### config.mk
export PLATFORM = sky130hd
export DESIGN_NAME = spi_reg_ctrl_flat
export DESIGN_NICKNAME = d
export VERILOG_FILES = /design/src/rtl/spi_reg_ctrl_if.sv /design/src/rtl/spi_reg_ctrl.sv /design/src/flat_wrapper.sv
export SDC_FILE = /design/constraint.sdc
export NUM_CORES = 1
export LEC_CHECK = 0
export ABC_CLOCK_PERIOD_IN_PS = 1700
export CORE_MARGIN = 1.5
export CORE_UTILIZATION = 45
export DETAILED_ROUTE_END_ITERATION = 6
export PLACE_DENSITY = 0.83
export SLEW_MARGIN = 10
export SYNTH_ARGS = -nofsm -noshare
export SYNTH_HDL_FRONTEND = slang
export SYNTH_SLANG_ARGS = --single-unit
### constraint.sdc
create_clock -name clk -period 1.7 [get_ports clk]
set_clock_uncertainty 0.1 [all_clocks]
set_input_delay 0.17 -clock clk [delete_from_list [all_inputs] [get_ports clk]]
set_output_delay 0.17 -clock clk [all_outputs]
set_load 0.01 [all_outputs]
### src/rtl/spi_reg_ctrl_if.sv
// Bus bundle between the SPI frame controller, the byte-wide SPI slave and
// the measurement register bank. The master modport is the controller's
// view; the slave modport is the view of the surrounding logic.
interface spi_reg_ctrl_if #(
    parameter int unsigned ADDR_WIDTH = 7
);
    logic                  cs;
    logic [7:0]            rxData;
    logic                  rxValid;
    logic [7:0]            txData;
    logic [ADDR_WIDTH-1:0] regAddr;
    logic [7:0]            regWrData;
    logic                  regWr;
    logic                  regRd;
    logic [7:0]            regRdData;
    logic                  busy;

    modport master (
        input  cs, rxData, rxValid, regRdData,
        output txData, regAddr, regWrData, regWr, regRd, busy
    );

    modport slave (
        output cs, rxData, rxValid, regRdData,
        input  txData, regAddr, regWrData, regWr, regRd, busy
    );
endinterface

### src/rtl/spi_reg_ctrl.sv
// Frame-level command controller behind the byte-wide SPI slave.
// Each chip-select frame is one command byte (bit7 = read, bits6:0 = start
// address) followed by data bytes; the address auto-increments per byte.
// Optional macro SPI_REG_CTRL_STATUS_EN: the first byte returned in every
// frame is a status byte {ovr, 3'b000, frameCnt[3:0]}; without it that byte
// is 8'h00 and the overrun flag / frame counter do not exist.
module spi_reg_ctrl #(
    parameter int unsigned REG_COUNT      = 16,
    parameter int unsigned ADDR_WIDTH     = 7,
    parameter logic [7:0]  OOR_READ_VALUE = 8'hFF
) (
    input  logic           clk,
    input  logic           rest,
    spi_reg_ctrl_if.master bus
);

    typedef enum logic [2:0] {
        IDLE,
        WAIT_CMD,
        WR_DATA,
        RD_FETCH,
        RD_DATA
    } state_t;

    // Range limits widened to 8 bits so every compare is width-matched.
    localparam logic [7:0] REG_COUNT8 = 8'(REG_COUNT);
    localparam logic [7:0] REG_LAST8  = 8'(REG_COUNT - 1);
    localparam logic [7:0] ADDR_SPAN8 = 8'(1 << ADDR_WIDTH);

    // cs synchroniser, edge history and rxValid edge detection
    logic       cs_meta_q, cs_sync_q, cs_prev_q;
    logic [1:0] sync_ok_q;
    logic       armed_q;
    logic       rxv_q, rx_q;

    // controller state
    state_t                state_q, state_d;
    logic [7:0]            txData_q, tx_d;
    logic [ADDR_WIDTH-1:0] regAddr_q, addr_d;
    logic [7:0]            regWrData_q, wdata_d;
    logic                  regWr_q, wr_d;
    logic                  regRd_q, rd_d;
    logic                  inc_pend_q, inc_pend_d;
    logic                  rd_issued_q, rd_issued_d;
    logic                  hi_q, hi_d;

    logic                  cs_fall;
    logic [7:0]            addr_ext;
    logic                  addr_valid;
    logic                  cmd_valid;
    logic [ADDR_WIDTH-1:0] addr_inc;
    logic [7:0]            status_byte;

`ifdef SPI_REG_CTRL_STATUS_EN
    logic       ovr_q;
    logic [7:0] frame_cnt_q;
    logic       frame_start, frame_end, overrun;
    assign status_byte = {ovr_q, 3'b000, frame_cnt_q[3:0]};
`else
    assign status_byte = 8'h00;
`endif

    // A falling cs only starts a frame once cs has been seen high through a
    // real (not reset-forced) synchroniser sample; after a mid-frame reset
    // the rest of that frame is therefore ignored.
    assign cs_fall = cs_prev_q & ~cs_sync_q;

    // hi_q marks a command address with bits above ADDR_WIDTH set; it keeps
    // the whole frame out of range even though regAddr only holds low bits.
    assign addr_ext   = 8'(regAddr_q);
    assign addr_valid = ~hi_q && (addr_ext < REG_COUNT8);
    assign cmd_valid  = ({1'b0, bus.rxData[6:0]} < REG_COUNT8);
    assign addr_inc   = (addr_ext == REG_LAST8) ? '0 : regAddr_q + 1'b1;

    // Synchronise cs, track whether the synchroniser holds real samples and
    // turn the multi-cycle rxValid pulse into a one-clk registered event.
    always_ff @(posedge clk) begin
        if (!rest) begin
            cs_meta_q <= 1'b1;
            cs_sync_q <= 1'b1;
            cs_prev_q <= 1'b1;
            sync_ok_q <= 2'b00;
            armed_q   <= 1'b0;
            rxv_q     <= 1'b0;
            rx_q      <= 1'b0;
        end else begin
            cs_meta_q <= bus.cs;
            cs_sync_q <= cs_meta_q;
            cs_prev_q <= cs_sync_q;
            sync_ok_q <= {sync_ok_q[0], 1'b1};
            armed_q   <= armed_q | (sync_ok_q[1] & cs_sync_q);
            rxv_q     <= bus.rxValid;
            rx_q      <= bus.rxValid & ~rxv_q;
        end
    end

    // Controller state and registered outputs.
    always_ff @(posedge clk) begin
        if (!rest) begin
            state_q     <= IDLE;
            txData_q    <= 8'h00;
            regAddr_q   <= '0;
            regWrData_q <= 8'h00;
            regWr_q     <= 1'b0;
            regRd_q     <= 1'b0;
            inc_pend_q  <= 1'b0;
            rd_issued_q <= 1'b0;
            hi_q        <= 1'b0;
        end else begin
            state_q     <= state_d;
            txData_q    <= tx_d;
            regAddr_q   <= addr_d;
            regWrData_q <= wdata_d;
            regWr_q     <= wr_d;
            regRd_q     <= rd_d;
            inc_pend_q  <= inc_pend_d;
            rd_issued_q <= rd_issued_d;
            hi_q        <= hi_d;
        end
    end

    // Next-state and output decode; strobes default low so each is one clk.
    always_comb begin
        state_d     = state_q;
        tx_d        = txData_q;
        addr_d      = regAddr_q;
        wdata_d     = regWrData_q;
        wr_d        = 1'b0;
        rd_d        = 1'b0;
        inc_pend_d  = 1'b0;
        rd_issued_d = rd_issued_q;
        hi_d        = hi_q;
`ifdef SPI_REG_CTRL_STATUS_EN
        frame_start = 1'b0;
        frame_end   = 1'b0;
        overrun     = 1'b0;
`endif

        // Address advances one clk after a write strobe (in or out of range).
        if (inc_pend_q) begin
            addr_d = addr_inc;
        end

        if (state_q == IDLE) begin
            if (cs_fall && armed_q) begin
                state_d = WAIT_CMD;
                tx_d    = status_byte;
`ifdef SPI_REG_CTRL_STATUS_EN
                frame_start = 1'b1;
`endif
            end
        end else if (cs_sync_q) begin
            // Frame end: no new strobe, txData held.
            state_d = IDLE;
`ifdef SPI_REG_CTRL_STATUS_EN
            frame_end = 1'b1;
`endif
        end else begin
            case (state_q)
                WAIT_CMD: begin
                    if (rx_q) begin
                        addr_d = bus.rxData[ADDR_WIDTH-1:0];
                        hi_d   = ({1'b0, bus.rxData[6:0]} >= ADDR_SPAN8);
                        if (bus.rxData[7]) begin
                            state_d     = RD_FETCH;
                            rd_issued_d = 1'b1;
                            rd_d        = cmd_valid;
                        end else begin
                            state_d = WR_DATA;
                            tx_d    = 8'h00;
                        end
                    end
                end
                WR_DATA: begin
                    if (rx_q) begin
                        wdata_d    = bus.rxData;
                        wr_d       = addr_valid;
                        inc_pend_d = 1'b1;
                    end
                end
                RD_FETCH: begin
`ifdef SPI_REG_CTRL_STATUS_EN
                    overrun = rx_q;
`endif
                    if (!rd_issued_q) begin
                        rd_d        = addr_valid;
                        rd_issued_d = 1'b1;
                    end else begin
                        tx_d    = addr_valid ? bus.regRdData : OOR_READ_VALUE;
                        state_d = RD_DATA;
                    end
                end
                RD_DATA: begin
                    if (rx_q) begin
                        addr_d      = addr_inc;
                        rd_issued_d = 1'b0;
                        state_d     = RD_FETCH;
                    end
                end
                default: state_d = IDLE;
            endcase
        end
    end

`ifdef SPI_REG_CTRL_STATUS_EN
    // Sticky overrun flag (cleared when the status byte is staged) and
    // completed-frame counter.
    always_ff @(posedge clk) begin
        if (!rest) begin
            ovr_q       <= 1'b0;
            frame_cnt_q <= 8'h00;
        end else begin
            if (overrun) begin
                ovr_q <= 1'b1;
            end else if (frame_start) begin
                ovr_q <= 1'b0;
            end
            if (frame_end) begin
                frame_cnt_q <= frame_cnt_q + 8'h01;
            end
        end
    end
`endif

    assign bus.txData    = txData_q;
    assign bus.regAddr   = regAddr_q;
    assign bus.regWrData = regWrData_q;
    assign bus.regWr     = regWr_q;
    assign bus.regRd     = regRd_q;
    assign bus.busy      = (state_q != IDLE);

endmodule
### src/flat_wrapper.sv
// flat-port wrapper written by rule: the top's interface ports become plain ports
module spi_reg_ctrl_flat 
#(
    parameter int unsigned REG_COUNT      = 16,
    parameter int unsigned ADDR_WIDTH     = 7,
    parameter logic [7:0]  OOR_READ_VALUE = 8'hFF
)
  (clk, rest, bus_cs, bus_rxData, bus_rxValid, bus_regRdData, bus_txData, bus_regAddr, bus_regWrData, bus_regWr, bus_regRd, bus_busy);
  spi_reg_ctrl_if #(.ADDR_WIDTH(ADDR_WIDTH)) bus_i ();
  input  logic clk;
  input  logic rest;
  input wire logic [$bits(bus_i.cs)-1:0] bus_cs;
  input wire logic [$bits(bus_i.rxData)-1:0] bus_rxData;
  input wire logic [$bits(bus_i.rxValid)-1:0] bus_rxValid;
  input wire logic [$bits(bus_i.regRdData)-1:0] bus_regRdData;
  output wire logic [$bits(bus_i.txData)-1:0] bus_txData;
  output wire logic [$bits(bus_i.regAddr)-1:0] bus_regAddr;
  output wire logic [$bits(bus_i.regWrData)-1:0] bus_regWrData;
  output wire logic [$bits(bus_i.regWr)-1:0] bus_regWr;
  output wire logic [$bits(bus_i.regRd)-1:0] bus_regRd;
  output wire logic [$bits(bus_i.busy)-1:0] bus_busy;
  assign bus_i.cs = bus_cs;
  assign bus_i.rxData = bus_rxData;
  assign bus_i.rxValid = bus_rxValid;
  assign bus_i.regRdData = bus_regRdData;
  assign bus_txData = bus_i.txData;
  assign bus_regAddr = bus_i.regAddr;
  assign bus_regWrData = bus_i.regWrData;
  assign bus_regWr = bus_i.regWr;
  assign bus_regRd = bus_i.regRd;
  assign bus_busy = bus_i.busy;
  spi_reg_ctrl #(.REG_COUNT(REG_COUNT), .ADDR_WIDTH(ADDR_WIDTH), .OOR_READ_VALUE(OOR_READ_VALUE)) u_core (.clk(clk), .rest(rest), .bus(bus_i));
endmodule
Word-level counts from Yosys, hierarchy flattened --
Cells that the tools add are included. Widths: inputs -> output; s select.
Word-level totals: register bits after elaboration 38, bits of input ports 20, output and inout bits 26, word-level logic and storage cells 91
Operators by class: add/subtract/negate cells 1, order comparisons 2, eq/ne operators 17, mux-type cells 33, bitwise gates (word level) 10, reduce and logical (&&, ||, !) cells 12
Operators by type and width (count):
- $mux 8 | 7
- $mux 7 | 6
- $mux 3 | 6
- $pmux 8 s2 | 1
- $lt 7x5->1 const B | 2
- $pmux 7 s2 | 1
- $ne 4x1->1 const B | 3
- $pmux 3 s4 | 1
- $reduce_and 6->1 | 2
- $mux 1 | 9
- $ne 3x1->1 const B | 3
- $reduce_bool 3->1 | 3
- $add 7x1->7 const B | 1
- $eq 7x4->1 const B | 1
- $eq 3x2->1 const B | 2
- $ne 2x2->1 const B | 3
- $not 1->1 | 6
- $reduce_and 5->1 | 1
- $reduce_or 5->1 | 1
- $ne 2x1->1 const B | 2
- $reduce_and 4->1 | 1
- $reduce_or 4->1 | 1
- $and 1x1->1 | 3
- $eq 3x1->1 const B | 1
- other kinds (8) | 8

Logic depth before layout (Yosys ltp) --
Gate-level depths: netlist of the first run.
word-level depth 7, depth in mapped cells 6, gate-level depth less buffers 5

Least setup slack after synthesis of the first run --
OpenSTA, ideal clock, no wires.
path kind register to register, start point register u_core.regAddr_q[0], in the netlist u_core.bus.regAddr[0], end point register u_core.regAddr_q[6], in the netlist u_core.bus.regAddr[6], library setup time 0.138 ns, arrival 1.283 ns, required time 1.462 ns, setup slack 0.179 ns, stages on the path, launching flop included 6, buffers on the path 0, period minus slack after synthesis 1.521 ns, path through dfxtp_1 > ha_1 > nand3_1 > o21a_1 > o211ai_1 > o221ai_1
Between the ends: word-level cells in the longest chain between the ends 7, elaborated cells on any way between the ends 9, classes of those cells 1 x add/sub; 1 x eq/ne; 7 x mux
RTL lines:
- from (decl) | RTL line spi_reg_ctrl.sv:39 | logic [ADDR_WIDTH-1:0] regAddr_q, addr_d;
- from (signal assigned) | RTL line spi_reg_ctrl.sv:112 | regAddr_q <= addr_d;
- $add 7x1->7 / $eq 7x4->1 (equally long branches) | RTL line spi_reg_ctrl.sv:73 | assign addr_inc = (addr_ext == REG_LAST8) ? '0 : regAddr_q + 1'b1;
- $mux 7 (*) | RTL line spi_reg_ctrl.sv:73
- $mux 7 | RTL line spi_reg_ctrl.sv:140 | if (inc_pend_q) begin
- $mux 7, on equally long branches | RTL line spi_reg_ctrl.sv:194, spi_reg_ctrl.sv:161
- $pmux 7 s2 | RTL line spi_reg_ctrl.sv:159 | case (state_q)
- $mux 7 | RTL line spi_reg_ctrl.sv:152 | end else if (cs_sync_q) begin
- $mux 7 (*) | RTL line spi_reg_ctrl.sv:144 | if (state_q == IDLE) begin
Mark *: on every way between the ends. The rest lies on a longest branch, timed or not. A chain may end at the register's enable or synchronous reset.

Final worst setup path of the first run --
start point register u_core.regAddr_q[3], in the netlist u_core.bus.regAddr[3], end point output bus_regAddr[3]
RTL lines:
- to (decl) | RTL line flat_wrapper.sv:17 | output wire logic [$bits(bus_i.regAddr)-1:0] bus_regAddr;
No word-level cell between the ends.

==> tab_implementation.tex, run 1 <==
\begin{tabular}{lr}
\hline
Metric & Value \\
\hline
\multicolumn{2}{l}{\textbf{Run status}} \\
\quad Status & complete, no violations \\
\multicolumn{2}{l}{\textbf{Power}} \\
\quad Leakage power figure & 0.000937 uW \\
\quad Power per cell area & 675 nW/um\^{}2 \\
\quad Worst ir drop on vdd & 0.379 mV \\
\multicolumn{2}{l}{\textbf{Setup path}} \\
\quad Internal reg-to-reg setup slack & 0.12 ns \\
\quad Critical path buffer and inverter count & 1 \\
\quad Critical setup path kind & register to primary output \\
\quad Kind of cell adding the most delay to the critical path & buffers and inverters \\
\quad Required @ worst endpoint & 1.43 ns \\
\quad Series of cell instances along the critical path & clkdlybuf4s50\_1 \\
\quad Worst reg2reg path endpoint & u\_core.state\_q[0]\$\_SDFFE\_PN0P\_ \\
\quad Nature of the critical path startpoint & register \\
\quad Delay of the slowest cell on the worst path & 0.59 ns \\
\quad Nature of the critical path endpoint & primary output \\
\quad Startpoint of the worst setup timing path & u\_core.bus.regAddr[3]\$\_SDFF\_PN0\_ \\
\quad Highest net fanout along the worst path & 7 \\
\quad Arr. time, crit path & 1.37 ns \\
\quad Launch instance of the worst register-to-register path & u\_core.state\_q[1]\$\_SDFFE\_PN0P\_ \\
\quad Standard cell with the maximum stage delay on the critical path & sky130\_fd\_sc\_hd\_\_clkdlybuf4s50\_1 \\
\quad Critical path depth & 1 \\
\quad Depth of the worst register-to-register path & 4 \\
\multicolumn{2}{l}{\textbf{Cells and area}} \\
\quad Total inserted antenna cells & 0 \\
\quad Share of final-layout standard cells stronger than drive strength 1 & 0.200 \\
\quad Nets@finish & 280 \\
\quad Area growth from synthesis to layout & 38.1\% \\
\quad Finished Cell Area & 2660 um\^{}2 \\
\multicolumn{2}{l}{\textbf{STA}} \\
\quad RSZ-0062 raised after global routing & no \\
\quad WHS & 0.284 ns \\
\quad Final min period & 1.64 ns \\
\quad Relative slew slack & 0.752 \\
\quad Max Fclk & 611 MHz \\
\quad Final clock period utilization by the worst path & 0.963 \\
\quad Least-Margin Pin Slew & 0.372 ns \\
\quad Final Hold Fails & 0 \\
\quad Setup TNS & 0 ns \\
\quad Max-slew violation count & 0 \\
\quad Final setup violating endpoints & 0 \\
\multicolumn{2}{l}{\textbf{Logic synthesis}} \\
\quad Distinct cells, synth & 59 \\
\quad Post-synthesis instance area & 1930 um\^{}2 \\
\quad Cell with the most instances after synthesis & sky130\_fd\_sc\_hd\_\_dfxtp\_1 \\
\quad Sequential share of the synthesized area & 0.395 \\
\quad Area fraction of the dominant cell type after synthesis & 0.395 \\
\quad Share of async-settable or async-resettable flops after synthesis & 0 \\
\quad Most frequently used flop master after synthesis & sky130\_fd\_sc\_hd\_\_dfxtp\_1 \\
\quad Count of warnings emitted by yosys & 0 \\
\quad Number of synthesized flops with an enable pin & 0 \\
\quad Cells after Synth & 195 \\
\quad Synth top cells by count & sky130\_fd\_sc\_hd\_\_dfxtp\_1, sky130\_fd\_sc\_hd\_\_nor2b\_1, sky130\_fd\_sc\_hd\_\_a21boi\_1, sky130\_fd\_sc\_hd\_\_mux2i\_1 \\
\quad \#FFs+latches synth & 38 \\
\quad Cell type with the highest aggregate area in the netlist & sky130\_fd\_sc\_hd\_\_dfxtp\_1 \\
\quad Top area cells in the synthesized netlist & sky130\_fd\_sc\_hd\_\_dfxtp\_1, sky130\_fd\_sc\_hd\_\_mux2i\_1, sky130\_fd\_sc\_hd\_\_o2111ai\_1 \\
\quad Avg Cell Area, Syn & 9.88 um\^{}2 \\
\quad Net count after synthesis & 216 \\
\multicolumn{2}{l}{\textbf{Floorplanning}} \\
\quad Die ar. & 4680 um\^{}2 \\
\quad Horiz. Die Dim & 68.4 um \\
\quad Number of rows in the core area & 23 \\
\quad I/O pin cnt & 46 \\
\quad Initial core utilization & 0.475 \\
\quad Die height & 68.4 um \\
\quad Core Region & 4060 um\^{}2 \\
\multicolumn{2}{l}{\textbf{Job}} \\
\quad Count of maximum capacitance violations & 0 \\
\multicolumn{2}{l}{\textbf{Clock network}} \\
\quad Clk sinks & 38 \\
\quad Max Buffers Root-to-Sink & 2 \\
\quad H-tree lvl count & 2 \\
\quad Skew-Pair Late Insertion Delay & 0.30 ns \\
\quad CTS tree & built \\
\quad Clock transition at the register clock pins on the worst setup and hold paths after CTS & 0.08 ns \\
\quad Clock tree root driver cell & sky130\_fd\_sc\_hd\_\_clkbuf\_8 \\
\quad Number of buffers added by the clock tree synthesis step & 5 \\
\multicolumn{2}{l}{\textbf{Hold path}} \\
\quad Hold Path End & u\_core.rx\_q\$\_SDFF\_PN0\_ \\
\quad Hold Path Origin & u\_core.rxv\_q\$\_SDFF\_PN0\_ \\
\quad Hold depth & 1 \\
\quad HP Class & register to register \\
\multicolumn{2}{l}{\textbf{Global route}} \\
\quad GRT Resource Usage Total & 0.223 \\
\quad Pin count of the biggest net entering global routing & 26 \\
\quad Number of global-route vias before repair & 1631 \\
\quad Wire length of the first global-routing pass & 7730 um \\
\quad Number of antenna violations at the first check in global routing & 0 \\
\quad Gr ovfl total & 0 \\
\multicolumn{2}{l}{\textbf{Detailed routing}} \\
\quad Vias per cell & 5.68 \\
\quad Post-detailed-route DRC marker count & 0 \\
\quad Count of nets left with antenna violations after detail routing & 0 \\
\quad Number of vias after detailed routing & 1760 \\
\quad Number of DRC violations after detailed-routing iteration 0 & 137 \\
\quad Wire length per cell & 15.6 um \\
\quad First-pass iteration count of the detailed router & 4 \\
\quad Total Routed Length & 4840 um \\
\multicolumn{2}{l}{\textbf{Placement}} \\
\quad DP Wirelength & 3360 um \\
\quad I/O Buffers & 45 \\
\quad Total placed instance area & 2540 um\^{}2 \\
\quad Routability congestion estimate & 0.857 \\
\hline
\end{tabular}
[cells in the final DEF (no fill, tap or decap), drive strengths merged, types with 9 or more instances in the layout]
| master | Yosys | final |
|---|---|---|
| mux2i | 9 | 9 |
| nor2b | 11 | 11 |
| a21boi | 10 | 10 |
| clkdlybuf4s50 | 0 | 44 |
| buf | 6 | 22 |
| o21ai | 9 | 9 |
| nor3 | 9 | 9 |
| dfxtp | 38 | 38 |
[layer usage]
| metal | GRT usage | vias up | wire [um] |
|---|---|---|---|
| met1 | 0.291 | 831 | 2110 |
| met2 | 0.355 | 59 | 2330 |
| met3 | 0.0461 | 7 | 352 |
| li1 | - | 863 | - |
| met4 | 0.0925 | 0 | 48 |
| met5 | 0 | - | 0 |
[repair_timing]
action	in CTS	in global routing
setup endpoints to repair	2	4
setup buffers	1	1
hold buffers	0	0
pin swaps	1	1
gates cloned	0	0
gates resized for setup	4	3
[cell families (layout without fill, tap and decap cells)]
family | Yosys count | count (layout) | synth area share
AND/OR/NAND/NOR | 60 | 60 | 0.200
XOR/XNOR | 6 | 6 | 0.0312
adder cells (fa/ha/maj) | 1 | 1 | 0.00649
AO/OA/AOI/OAI | 65 | 65 | 0.271
buffers and inverters | 15 | 80 | 0.0441
multiplexers | 10 | 10 | 0.0526
flip-flops | 38 | 38 | 0.395
[cell type report]
type,count,area (um^2)
inverters,5,18.8
repair buffers,67,627
multi-input cells,142,1090
clock buffers,6,82.6
fillers,327,1400
well taps,50,62.6
clock inverters,2,12.5
flip-flops and latches,38,764
[worst max-delay path by stage]
| stage | slack [ns] | to |
|---|---|---|
| 6_report | 0.06 | bus_regAddr[3] |
| 3_5_place_dp | 0.008 | u_core.bus.regAddr[0]$_SDFF_PN0_ |
| 3_3_place_gp | 0.1 | u_core.bus.regWrData[0]$_SDFFE_PN0P_ |
| 5_1_grt | 0.02 | bus_regAddr[3] |
| 4_1_cts | 0.05 | u_core.bus.regAddr[0]$_SDFF_PN0_ |
| 2_1_floorplan | 0.18 | u_core.bus.regAddr[6]$_SDFF_PN0_ |
[through the flow]
step / setup slack (ns) / total power, uW / cells / utilization
floorplan: 0.179 / 1030 / 195 / -
global placement: 0.0975 / 1130 / 300 / 0.625
detailed placement: 0.00794 / 1130 / 300 / 0.625
CTS: 0.0485 / 1800 / 309 / 0.651
global route: 0.0188 / 1860 / 310 / 0.656
finish: 0.0636 / 1800 / 310 / 0.656
[report_power, final]
group	internal (uW)	total [uW]	switching (uW)
Clock	326	676	350
Combinational	107	202	94.7
Sequential	902	917	15.3
Total	1340	1800	460
[flip-flops by register name, indices dropped and copies added, names as in the netlist, 2 cells and up]
name and flops:
u_core.sync_ok_q 2, u_core.bus.regAddr 7, u_core.bus.regWrData 8, u_core.state_q 3, u_core.bus.txData 8
No activity file was read; power rests on OpenSTA's default activity.
==> run 2: changes to the inputs <==
Settings changed: CELL_PAD_IN_SITES_DETAIL_PLACEMENT set to 1, CELL_PAD_IN_SITES_GLOBAL_PLACEMENT set to 1, CORE_UTILIZATION 45 to 37, PLACE_DENSITY 0.83 to 0.88.
==> run 2 against run 1 <==
Net effect: total power grew 15%; via count grew 5.0%; global-route usage grew 0.30 points; critical path type unchanged; die area grew 21%; clock power grew 40%; worst setup slack lost 0.047 ns.
==> tab_implementation.tex, run 2 (synthesis gave the netlist of run 1 again) <==
\begin{tabular}{lr}
\hline
Metric & Value \\
\hline
\multicolumn{2}{l}{\textbf{Detailed routing}} \\
\quad Sum of routed wire segments on met1 & 2730 um \\
\quad Vias per cell & 5.57 \\
\quad Number of DRC violations after detailed-routing iteration 0 & 84 \\
\quad Total Routed Length & 6060 um \\
\quad Wire length per cell & 18.2 um \\
\quad Top layer in use & met4 \\
\quad Length of routed met2 wiring & 3000 um \\
\quad Count of nets left with antenna violations after detail routing & 0 \\
\quad Post-detailed-route DRC marker count & 0 \\
\quad Length of routed met3 wiring & 233 um \\
\quad First-pass iteration count of the detailed router & 4 \\
\quad Number of vias after detailed routing & 1848 \\
\multicolumn{2}{l}{\textbf{STA}} \\
\quad Final Hold Fails & 0 \\
\quad Final setup violating endpoints & 0 \\
\quad Relative slew slack & 0.728 \\
\quad Max Fclk & 594 MHz \\
\quad Final min period & 1.68 ns \\
\quad Max-slew violation count & 0 \\
\quad Setup TNS & 0 ns \\
\quad WHS & 0.297 ns \\
\quad Worst path setup slack after routing & 0.0170 ns \\
\quad Final clock period utilization by the worst path & 0.990 \\
\quad Least-Margin Pin Slew & 0.408 ns \\
\multicolumn{2}{l}{\textbf{Clock network}} \\
\quad Clock tree root driver cell & sky130\_fd\_sc\_hd\_\_clkbuf\_8 \\
\quad Hold buffer count at CTS & 0 \\
\quad Skew-Pair Late Insertion Delay & 0.30 ns \\
\quad Number of buffers added by the clock tree synthesis step & 5 \\
\quad Clock transition at the register clock pins on the worst setup and hold paths after CTS & 0.08 ns \\
\quad Max Buffers Root-to-Sink & 2 \\
\quad CTS tree & built \\
\quad H-tree lvl count & 2 \\
\quad Clk sinks & 38 \\
\multicolumn{2}{l}{\textbf{Setup path}} \\
\quad Highest net fanout along the worst path & 8 \\
\quad Nature of the critical path endpoint & primary output \\
\quad Nature of the critical path startpoint & register \\
\quad Required @ worst endpoint & 1.43 ns \\
\quad Arr. time, crit path & 1.41 ns \\
\quad Critical setup path kind & register to primary output \\
\multicolumn{2}{l}{\textbf{Placement}} \\
\quad DP Worst Slack & 0.0408 ns \\
\quad DP Wirelength & 4150 um \\
\quad Total placed instance area & 2560 um\^{}2 \\
\quad I/O Buffers & 45 \\
\quad Routability congestion estimate & 0.808 \\
\multicolumn{2}{l}{\textbf{Global route}} \\
\quad Number of antenna violations at the first check in global routing & 0 \\
\quad Pin count of the biggest net entering global routing & 29 \\
\quad Gr ovfl total & 0 \\
\quad Number of global-route vias before repair & 1908 \\
\quad GRT Resource Usage Total & 0.226 \\
\quad Wire length of the first global-routing pass & 9560 um \\
\multicolumn{2}{l}{\textbf{Power}} \\
\quad Leakage power figure & 0.000968 uW \\
\quad Power per cell area & 757 nW/um\^{}2 \\
\quad Worst ir drop on vdd & 0.352 mV \\
\multicolumn{2}{l}{\textbf{Floorplanning}} \\
\quad Number of rows in the core area & 26 \\
\quad I/O pin cnt & 46 \\
\quad Core Region & 5070 um\^{}2 \\
\quad Die ar. & 5650 um\^{}2 \\
\quad Die height & 75.2 um \\
\quad Horiz. Die Dim & 75.2 um \\
\quad Initial core utilization & 0.380 \\
\multicolumn{2}{l}{\textbf{Cells and area}} \\
\quad Fillers & 593 \\
\quad Area of the multi-input gates & 1090 um\^{}2 \\
\quad Share of final-layout standard cells stronger than drive strength 1 & 0.210 \\
\quad Total inserted antenna cells & 0 \\
\quad Area growth from synthesis to layout & 41.8\% \\
\quad Highest-count cells in the layout ignoring fill and taps & sky130\_fd\_sc\_hd\_\_clkdlybuf4s50\_1, sky130\_fd\_sc\_hd\_\_dfxtp\_1, sky130\_fd\_sc\_hd\_\_buf\_4 \\
\quad Most frequent standard cell in the layout excluding fill and tap cells & sky130\_fd\_sc\_hd\_\_clkdlybuf4s50\_1 \\
\quad Finished Cell Area & 2730 um\^{}2 \\
\quad Nets@finish & 282 \\
\quad Core utilization of the finished layout & 0.538 \\
\quad Sequential cell area in the final layout & 769 um\^{}2 \\
\multicolumn{2}{l}{\textbf{Job}} \\
\quad Count of maximum capacitance violations & 0 \\
\multicolumn{2}{l}{\textbf{Hold path}} \\
\quad HP Class & register to register \\
\multicolumn{2}{l}{\textbf{Run status}} \\
\quad Status & complete, no violations \\
\hline
\end{tabular}
-- run 2: changes by cell type in the layout (fill, tap and decap cells not counted), sizes merged --
cell / delta
buf: +2
bufinv: +2
clkbuf: -1
clkinvlp: -1
-- run 2: final timing paths --
check	from	endpoint	slack [ns]	cells after the start
max	u_core.state_q[2]$_SDFFE_PN0P_	bus_busy	0.02	4
max reg2reg	u_core.state_q[2]$_SDFFE_PN0P_	u_core.bus.regAddr[6]$_SDFF_PN0_	0.03	8
min reg2reg	u_core.rxv_q$_SDFF_PN0_	u_core.rx_q$_SDFF_PN0_	0.30	1
min	u_core.rxv_q$_SDFF_PN0_	u_core.rx_q$_SDFF_PN0_	0.30	1
-- run 2: per-layer routing --
metal,GRT usage,vias to the layer above
li1,-,869
met3,0.0455,7
met5,0,-
met4,0.0575,0
met1,0.279,921
met2,0.401,51
-- run 2: where the power goes --
part           switching [uW]  internal [uW]
Combinational             102            102
Clock                     359            588
Sequential               16.4            901
-- run 2: layout make-up --
| class | count | share of cell area |
|---|---|---|
| clock buffers | 5 | 0.0252 |
| inverters | 5 | 0.00687 |
| well taps | 70 | 0.0321 |
| repair buffers | 69 | 0.230 |
| clock inverters | 3 | 0.0252 |
| flip-flops and latches | 38 | 0.282 |
| multi-input cells | 142 | 0.399 |
-- run 2: worst max-delay path, cell delays in order, from the launching register on --
cell and delay [ns]:
sky130_fd_sc_hd__dfxtp_4 0.38, sky130_fd_sc_hd__buf_4 0.14, sky130_fd_sc_hd__nor3_4 0.19, sky130_fd_sc_hd__inv_2 0.10, sky130_fd_sc_hd__dlygate4sd2_1 0.29
-- run 2: repair_timing --
action,4_1_cts,5_1_grt
pin swaps,1,2
gates resized for setup,3,6
setup endpoints to repair,1,20
buffers inserted,1,1
-- run 2: through the flow --
step | std cells | total power [uW]
2_1_floorplan | 195 | 1030
3_3_place_gp | 322 | 1130
3_5_place_dp | 322 | 1130
4_1_cts | 331 | 2060
5_1_grt | 332 | 2130
6_report | 332 | 2070
